===== config.mk =====
export PLATFORM = sky130hd
export DESIGN_NAME = dmem_port_arbiter
export DESIGN_NICKNAME = d
export VERILOG_FILES = /design/src/rtl/dmem_arb_pkg.sv /design/src/rtl/dmem_arb_starve_guard.sv /design/src/rtl/dmem_port_arbiter.sv
export SDC_FILE = /design/constraint.sdc
export NUM_CORES = 1
export LEC_CHECK = 0
export CORE_AREA = 2 2 115 117
export CTS_CLUSTER_SIZE = 16
export DETAILED_ROUTE_END_ITERATION = 10
export DIE_AREA = 0 0 117 119
export HOLD_SLACK_MARGIN = 0.1
export PLACE_DENSITY = 0.7
export SYNTH_ARGS = -nofsm -noshare
export SYNTH_HDL_FRONTEND = slang
export SYNTH_SLANG_ARGS = --single-unit

===== constraint.sdc =====
create_clock -name clk -period 1.1 [get_ports clk]
set_clock_uncertainty 0.1 [all_clocks]
set_input_delay 0.22 -clock clk [delete_from_list [all_inputs] [get_ports clk]]
set_output_delay 0.22 -clock clk [all_outputs]
set_load 0.01 [all_outputs]

===== src/rtl/dmem_arb_pkg.sv =====
// dmem_arb_pkg: arbiter FSM encoding, starvation-limit
// default and starve-counter width helper.
package dmem_arb_pkg;

  typedef enum logic {
    PIPE_PRI  = 1'b0,
    DMA_FORCE = 1'b1
  } arb_state_t;

  localparam int STARVE_LIMIT_DEF = 4;

  function automatic int starve_cnt_w(input int limit);
    return $clog2(limit + 1);
  endfunction

  localparam int STARVE_CNT_W =
    starve_cnt_w(STARVE_LIMIT_DEF);

endpackage


===== src/rtl/dmem_arb_starve_guard.sv =====
// dmem_arb_starve_guard: counts consecutive denied DMA cycles.
// Ports: clk, reset, dma_req, dma_gnt in; force_next out
// (counter reaches STARVE_LIMIT at the coming edge).
module dmem_arb_starve_guard
  import dmem_arb_pkg::*;
#(
  parameter int STARVE_LIMIT = STARVE_LIMIT_DEF,
  parameter int CW           = STARVE_CNT_W
) (
  input  logic clk,
  input  logic reset,
  input  logic dma_req,
  input  logic dma_gnt,
  output logic force_next
);

  localparam logic [CW-1:0] LIM = CW'(STARVE_LIMIT);

  logic [CW-1:0] cnt;
  logic [CW-1:0] cnt_d;

  // Saturating count of denied cycles; any grant or a
  // dropped request restarts the wait from zero.
  always_comb begin
    cnt_d = '0;
    if (dma_req && !dma_gnt) begin
      cnt_d = (cnt == LIM) ? cnt : cnt + 1'b1;
    end
  end

  // Looking at the next value lets the forced grant land in
  // the same cycle the registered count reaches the limit.
  assign force_next = (cnt_d == LIM);

  always_ff @(posedge clk) begin
    if (reset) begin
      cnt <= '0;
    end else begin
      cnt <= cnt_d;
    end
  end

endmodule


===== src/rtl/dmem_port_arbiter.sv =====
// dmem_port_arbiter: shares the D-MEM port between the MEM
// stage (priority) and a DMA/debug requester.
// Ports: pipe_* (MEM stage, combinational load data),
// dma_* (held request, registered read data), mem_* (array).
// Define DMEM_ARB_FAIRNESS_EN for the starvation guard;
// otherwise the pipeline has strict priority.
module dmem_port_arbiter
  import dmem_arb_pkg::*;
#(
  parameter int DBITS        = 32,
  parameter int WORDBITS     = 2,
  parameter int STARVE_LIMIT = STARVE_LIMIT_DEF
) (
  input  logic             clk,
  input  logic             reset,
  input  logic             pipe_req,
  input  logic             pipe_we,
  input  logic [DBITS-1:0] pipe_addr,
  input  logic [DBITS-1:0] pipe_wdata,
  output logic [DBITS-1:0] pipe_rdata,
  output logic             pipe_stall,
  input  logic             dma_req,
  input  logic             dma_we,
  input  logic [DBITS-1:0] dma_addr,
  input  logic [DBITS-1:0] dma_wdata,
  output logic             dma_gnt,
  output logic             dma_rvalid,
  output logic [DBITS-1:0] dma_rdata,
  output logic [DBITS-1:0] mem_addr,
  output logic             mem_we,
  output logic [DBITS-1:0] mem_wdata,
  input  logic [DBITS-1:0] mem_rdata
);

  if (WORDBITS < 0 || WORDBITS >= DBITS
      || STARVE_LIMIT < 1) begin : g_bad_cfg
    $error("dmem_port_arbiter: bad parameters");
  end

  logic pipe_gnt;

`ifdef DMEM_ARB_FAIRNESS_EN

  arb_state_t state;
  logic       force_next;

  dmem_arb_starve_guard #(
    .STARVE_LIMIT (STARVE_LIMIT),
    .CW           (starve_cnt_w(STARVE_LIMIT))
  ) u_guard (
    .clk        (clk),
    .reset      (reset),
    .dma_req    (dma_req),
    .dma_gnt    (dma_gnt),
    .force_next (force_next)
  );

  // Grants are held off entirely while reset is high.
  always_comb begin
    pipe_gnt = 1'b0;
    dma_gnt  = 1'b0;
    if (!reset) begin
      unique case (1'b1)
        state == PIPE_PRI: begin
          pipe_gnt = pipe_req;
          dma_gnt  = dma_req && !pipe_req;
        end
        state == DMA_FORCE: begin
          dma_gnt  = dma_req;
          pipe_gnt = pipe_req && !dma_req;
        end
        default: ;
      endcase
    end
  end

  assign pipe_stall = pipe_req && dma_gnt;

  // A forced grant lasts one cycle; we only enter it when
  // the pipeline is the one doing the denying.
  always_ff @(posedge clk) begin
    if (reset) begin
      state <= PIPE_PRI;
    end else begin
      unique case (state)
        PIPE_PRI:
          state <= (pipe_req && force_next)
                 ? DMA_FORCE : PIPE_PRI;
        DMA_FORCE: state <= PIPE_PRI;
        default:   state <= PIPE_PRI;
      endcase
    end
  end

`else

  // Strict priority: DMA only gets idle pipeline cycles.
  assign pipe_gnt   = !reset && pipe_req;
  assign dma_gnt    = !reset && dma_req && !pipe_req;
  assign pipe_stall = 1'b0;

`endif

  always_comb begin
    mem_addr  = '0;
    mem_we    = 1'b0;
    mem_wdata = '0;
    unique case (1'b1)
      pipe_gnt: begin
        mem_addr  = pipe_addr;
        mem_we    = pipe_we;
        mem_wdata = pipe_wdata;
      end
      dma_gnt: begin
        mem_addr  = dma_addr;
        mem_we    = dma_we;
        mem_wdata = dma_wdata;
      end
      default: ;
    endcase
  end

  assign pipe_rdata = pipe_gnt ? mem_rdata : '0;

  // DMA load data is captured at the grant edge and kept
  // until the next DMA load.
  always_ff @(posedge clk) begin
    if (reset) begin
      dma_rvalid <= 1'b0;
      dma_rdata  <= '0;
    end else begin
      dma_rvalid <= dma_gnt && !dma_we;
      if (dma_gnt && !dma_we) begin
        dma_rdata <= mem_rdata;
      end
    end
  end

endmodule


After elaboration in Yosys (flattened, before gate mapping) --
Index checks and enable logic that the tools add are counted.
Word-level totals: register bits 33, input port bits 166, output and inout bits 132
Cells by class: multiplexer cells 4, reductions and logical operators 7
Operators by type and width (number):
- $pmux W32 S2 | 2
- $mux W32 | 1
- $logic_and A1 B1 Y1 | 4
- $logic_not A1 Y1 | 3
- $pmux W1 S2 | 1

Longest topological paths before layout --
Gate-level depths: netlist of run 1.
depth in word-level cells 4, depth in mapped cells 4

Least setup slack after synthesis of run 1 --
No wires, ideal clock.
path type input to output, from in reset, to out mem_addr[0], arrival 0.879 ns, required time 0.780 ns, path slack -0.099 ns, stages on the path 4, cell sequence buf_2 -> buf_4 -> buf_2 -> a21oi_1
On the way: word-level cells in the longest chain between the ends 4, elaborated cells on any way between the ends 5, those cells by class mux: 1; reduce/logical: 4
RTL lines:
- start, declared | line dmem_port_arbiter.sv:15 | input logic reset,
- $logic_not A1 Y1 (*) | line dmem_port_arbiter.sv:98, dmem_port_arbiter.sv:99
- $logic_and A1 B1 Y1 (2 in a row) | line dmem_port_arbiter.sv:99 | assign dma_gnt = !reset && dma_req && !pipe_req;
- $pmux W32 S2 (*) | line dmem_port_arbiter.sv:108 | unique case (1'b1)
- end, declared | line dmem_port_arbiter.sv:29 | output logic [DBITS-1:0] mem_addr,
Mark *: on every way between the ends. The rest lies on a longest branch, timed or not.

Final worst setup path of run 1 --
from in pipe_req, to out pipe_rdata[19]
On the way: word-level cells in the longest chain between the ends 2
RTL lines:
- start, declared | line dmem_port_arbiter.sv:16 | input logic pipe_req,
- $logic_and A1 B1 Y1 | line dmem_port_arbiter.sv:98 | assign pipe_gnt = !reset && pipe_req;
- $mux W32 | line dmem_port_arbiter.sv:123 | assign pipe_rdata = pipe_gnt ? mem_rdata : '0;
- end, declared | line dmem_port_arbiter.sv:20 | output logic [DBITS-1:0] pipe_rdata,
Every way passes these cells.

==> flow_metrics.env, run 1 <==
export IMPL_worstPathRequired_ps=780
export IMPL_synth_fa_ha_area_share_pct=0
export IMPL_die_w_um=117
export IMPL_cts_buffer_depth=2
export IMPL_synth_area_leaders="dfxtp_1, nand3b_1, nand2b_1"
export IMPL_drtAntennaViolNets=0
export IMPL_insertion_delay_ps=280
export IMPL_cts_tree="yes"
export IMPL_nets=917
export IMPL_grt_max_degree=69
export IMPL_die_area_um2=13920
export IMPL_cp_slowest_cell="and2b_4"
export IMPL_wl_per_cell_um=16.86
export IMPL_rsz0062_at_grt="yes"
export IMPL_status="finished with violations"
export IMPL_fin_tns_setup_ps=-36690
export IMPL_fmax_mhz=663.2
export IMPL_critPathCaptureType="primary output"
export IMPL_cts_buffers=5
export IMPL_synth_compound_area_share_pct=11.14
export IMPL_violations="negative setup slack"
export IMPL_synthMuxAreaShare_pct=10.97
export IMPL_final_cells=930
export IMPL_synth_area_per_cell_um2=7.211
export IMPL_ctsHoldBuffers=0
export IMPL_cp_start_kind="primary input"
export IMPL_finalPower_mw=5.046
export IMPL_synth_seq_area_share_pct=22.62
export IMPL_synth_warnings=0
export IMPL_fin_crit_sh_pct=137.1
export IMPL_gp_congestion=0.7780
export IMPL_p_leak_nw=3.248
export IMPL_via_per_inst=4.523
export IMPL_drive_above_1_share_pct=48.94
export IMPL_num_vias=4206
export IMPL_grt_use_total_pct=20.00
export IMPL_grt_pass1_vias=4318
export IMPL_critical_path_max_stage_delay_ps=190
export IMPL_yosysUniqueCellTypes=16
export IMPL_finalSetupViolations=130
export IMPL_syn_num_nets=571
export IMPL_synth_seq_cells=33
export IMPL_root_buffer="clkbuf_16"
export IMPL_crit_fanout=8
export IMPL_port_buffers=296
export IMPL_die_h_um=119
export IMPL_r2r_end="dma_rdata[22]"
export IMPL_antenna_found_initial=1
export IMPL_area_growth_pct=164.9
export IMPL_fin_crit_ps=1508
export IMPL_setup_ws_ps=-407.8
export IMPL_slew_viol_final=0
export IMPL_dr_pass1_iters=4
export IMPL_clkTransAtPathRegs_ps=50
export IMPL_irDropWorstVdd_uv=659.4
export IMPL_ff2ff_path_depth=3
export IMPL_synth_simple_gate_area_share_pct=46.83
export IMPL_pin_count=298
export IMPL_drc=0
export IMPL_r2r_start="dma_rdata[22]"
export IMPL_drt_iter0_markers=154
export IMPL_cellPowerDensity_nw_per_um2=652.3
export IMPL_drv_cap=0
export IMPL_cts_sinks=33
export IMPL_grt_pass1_wl_mm=22.05
export IMPL_dp_cells=891
export IMPL_cp_data_arrival_time_ps=1190
export IMPL_synth_xor_area_share_pct=0
export IMPL_synth_top_area_share_pct=22.62
export IMPL_synth_top_family_by_area="simple AND/OR/NAND/NOR gates"
export IMPL_finalHoldViolations=0
export IMPL_hp_class="in -> reg"
export IMPL_worstHoldStart="reset"
export IMPL_syn_cell_area_um2=2920
export IMPL_yosysTopAreaCell="dfxtp_1"
export IMPL_core_um2=12870
export IMPL_syn_inst=405
export IMPL_hold_ws_ps=133.7
export IMPL_place_hpwl_mm=10.50
export IMPL_path_cells="buf_16 > buf_8 > and2b_4 > buf_12 > buf_16 > and2_4 > buf_6"
export IMPL_grt_ovfl_total=0
export IMPL_routed_wl_mm=15.68
export IMPL_cp_startpoint="pipe_req"
export IMPL_rows=42
export IMPL_crit_end="pipe_rdata[19]"
export IMPL_start_util_pct=22.68
export IMPL_critPathKind="in -> out"
export IMPL_regToRegSetupSlack_ps=310
export IMPL_cts_htree_levels=2
export IMPL_crit_top_cell="buf_16"
-- cell usage in the layout, fill, tap and decap left out, drive strengths merged, types with 8 or more instances in the layout --
cell type and n:
nand2b 65, dlygate4sd2 94, buf 217, clkdlybuf4s50 66, a21oi 65, clkbuf 8, nand2 65, mux2i 32
and2 32, dfxtp 33, nand3b 65
-- routing by layer --
layer | global-route usage, % | up-vias | share of wire [%]
met5 | 0 | - | 0
met4 | 4.706 | 0 | 1.6
met3 | 5.700 | 20 | 9.9
met2 | 37.86 | 194 | 51
met1 | 21.42 | 1952 | 37
li1 | - | 2040 | -
-- critical path: cells and delay by family --
family                 cells  cell delay [ps]
buffers and inverters      5              600
and+or+nand+nor            2              350
-- worst min-delay path by stage --
stage | to | slack (ps) | cells after the start
2_1_floorplan | dma_rvalid | 200 | 1
3_3_place_gp | dma_rdata[23] | 360 | 2
3_5_place_dp | dma_rdata[3] | 360 | 2
4_1_cts | dma_rdata[16] | 140 | 3
5_1_grt | dma_rdata[16] | 160 | 3
6_report | dma_rdata[16] | 130 | 3
-- where the power goes --
group / internal, mW / leakage (nW) / total, mW / switching [mW]
Combinational: 1.42 / 2.90 / 2.42 / 0.999
Sequential: 1.24 / 0.274 / 1.27 / 0.0259
Clock: 0.829 / 0.0696 / 1.36 / 0.531
Total: 3.49 / 3.25 / 5.05 / 1.56
-- area by class of cell --
cell class	instances	area (um2)
timing repair buffer	382	3824
clock inverter	3	17.52
tap	176	220.2
multi-input combinational	329	2869
fill	1056	5139
clock buffer	5	125.1
antenna	2	5.005
sequential	33	675.6
-- sequential cells by signal, indices dropped and copies added, names as in the netlist --
register and flops:
dma_rdata 32, dma_rvalid 1
-- cells by family after synthesis --
family / count (synthesis)
AND/OR/NAND/NOR: 231
AO/OA/AOI/OAI: 65
buffers and inverters: 43
flip-flops: 33
multiplexers: 32
other: 1
-- what timing repair did --
item / 4_1_cts / 5_1_grt
endpoints found under the setup margin: 163 / 150
buffers inserted: 14 / 7
gates cloned: 9 / 5
gates resized for setup: 784 / 56
pin swaps: 85 / 5
-- synth_stat cells, drive strengths merged --
cell type	n
nor3b	1
nor3	1
dfxtp	33
and2b	1
nand2	65
and2	32
conb	1
nor2	1
mux2i	32
nand3b	65
clkbuf	14
buf	29
nand2b	65
a21oi	65
-- stage by stage --
step,worst slack (ps),util [%],cell area (um2)
floorplan,-48.95,-,3681
global placement,-1085,54.94,7073
detailed placement,-1049,54.94,7073
CTS,-407.9,57.80,7442
global route,-430.2,60.07,7734
finish,-407.8,60.09,7736
(Power assumes the default switching activity.)
==> inputs of run 2 (changes only) <==
--- a/config.mk
+++ b/config.mk
@@ -6,6 +6,7 @@
 export NUM_CORES = 1
 export LEC_CHECK = 0
 export CORE_AREA = 2 2 115 117
+export CTS_CLUSTER_DIAMETER = 150
 export CTS_CLUSTER_SIZE = 16
 export DETAILED_ROUTE_END_ITERATION = 10
 export DIE_AREA = 0 0 117 119
==> results of run 2 <==
Final layout, timing and power as in run 1 (identical DEF).
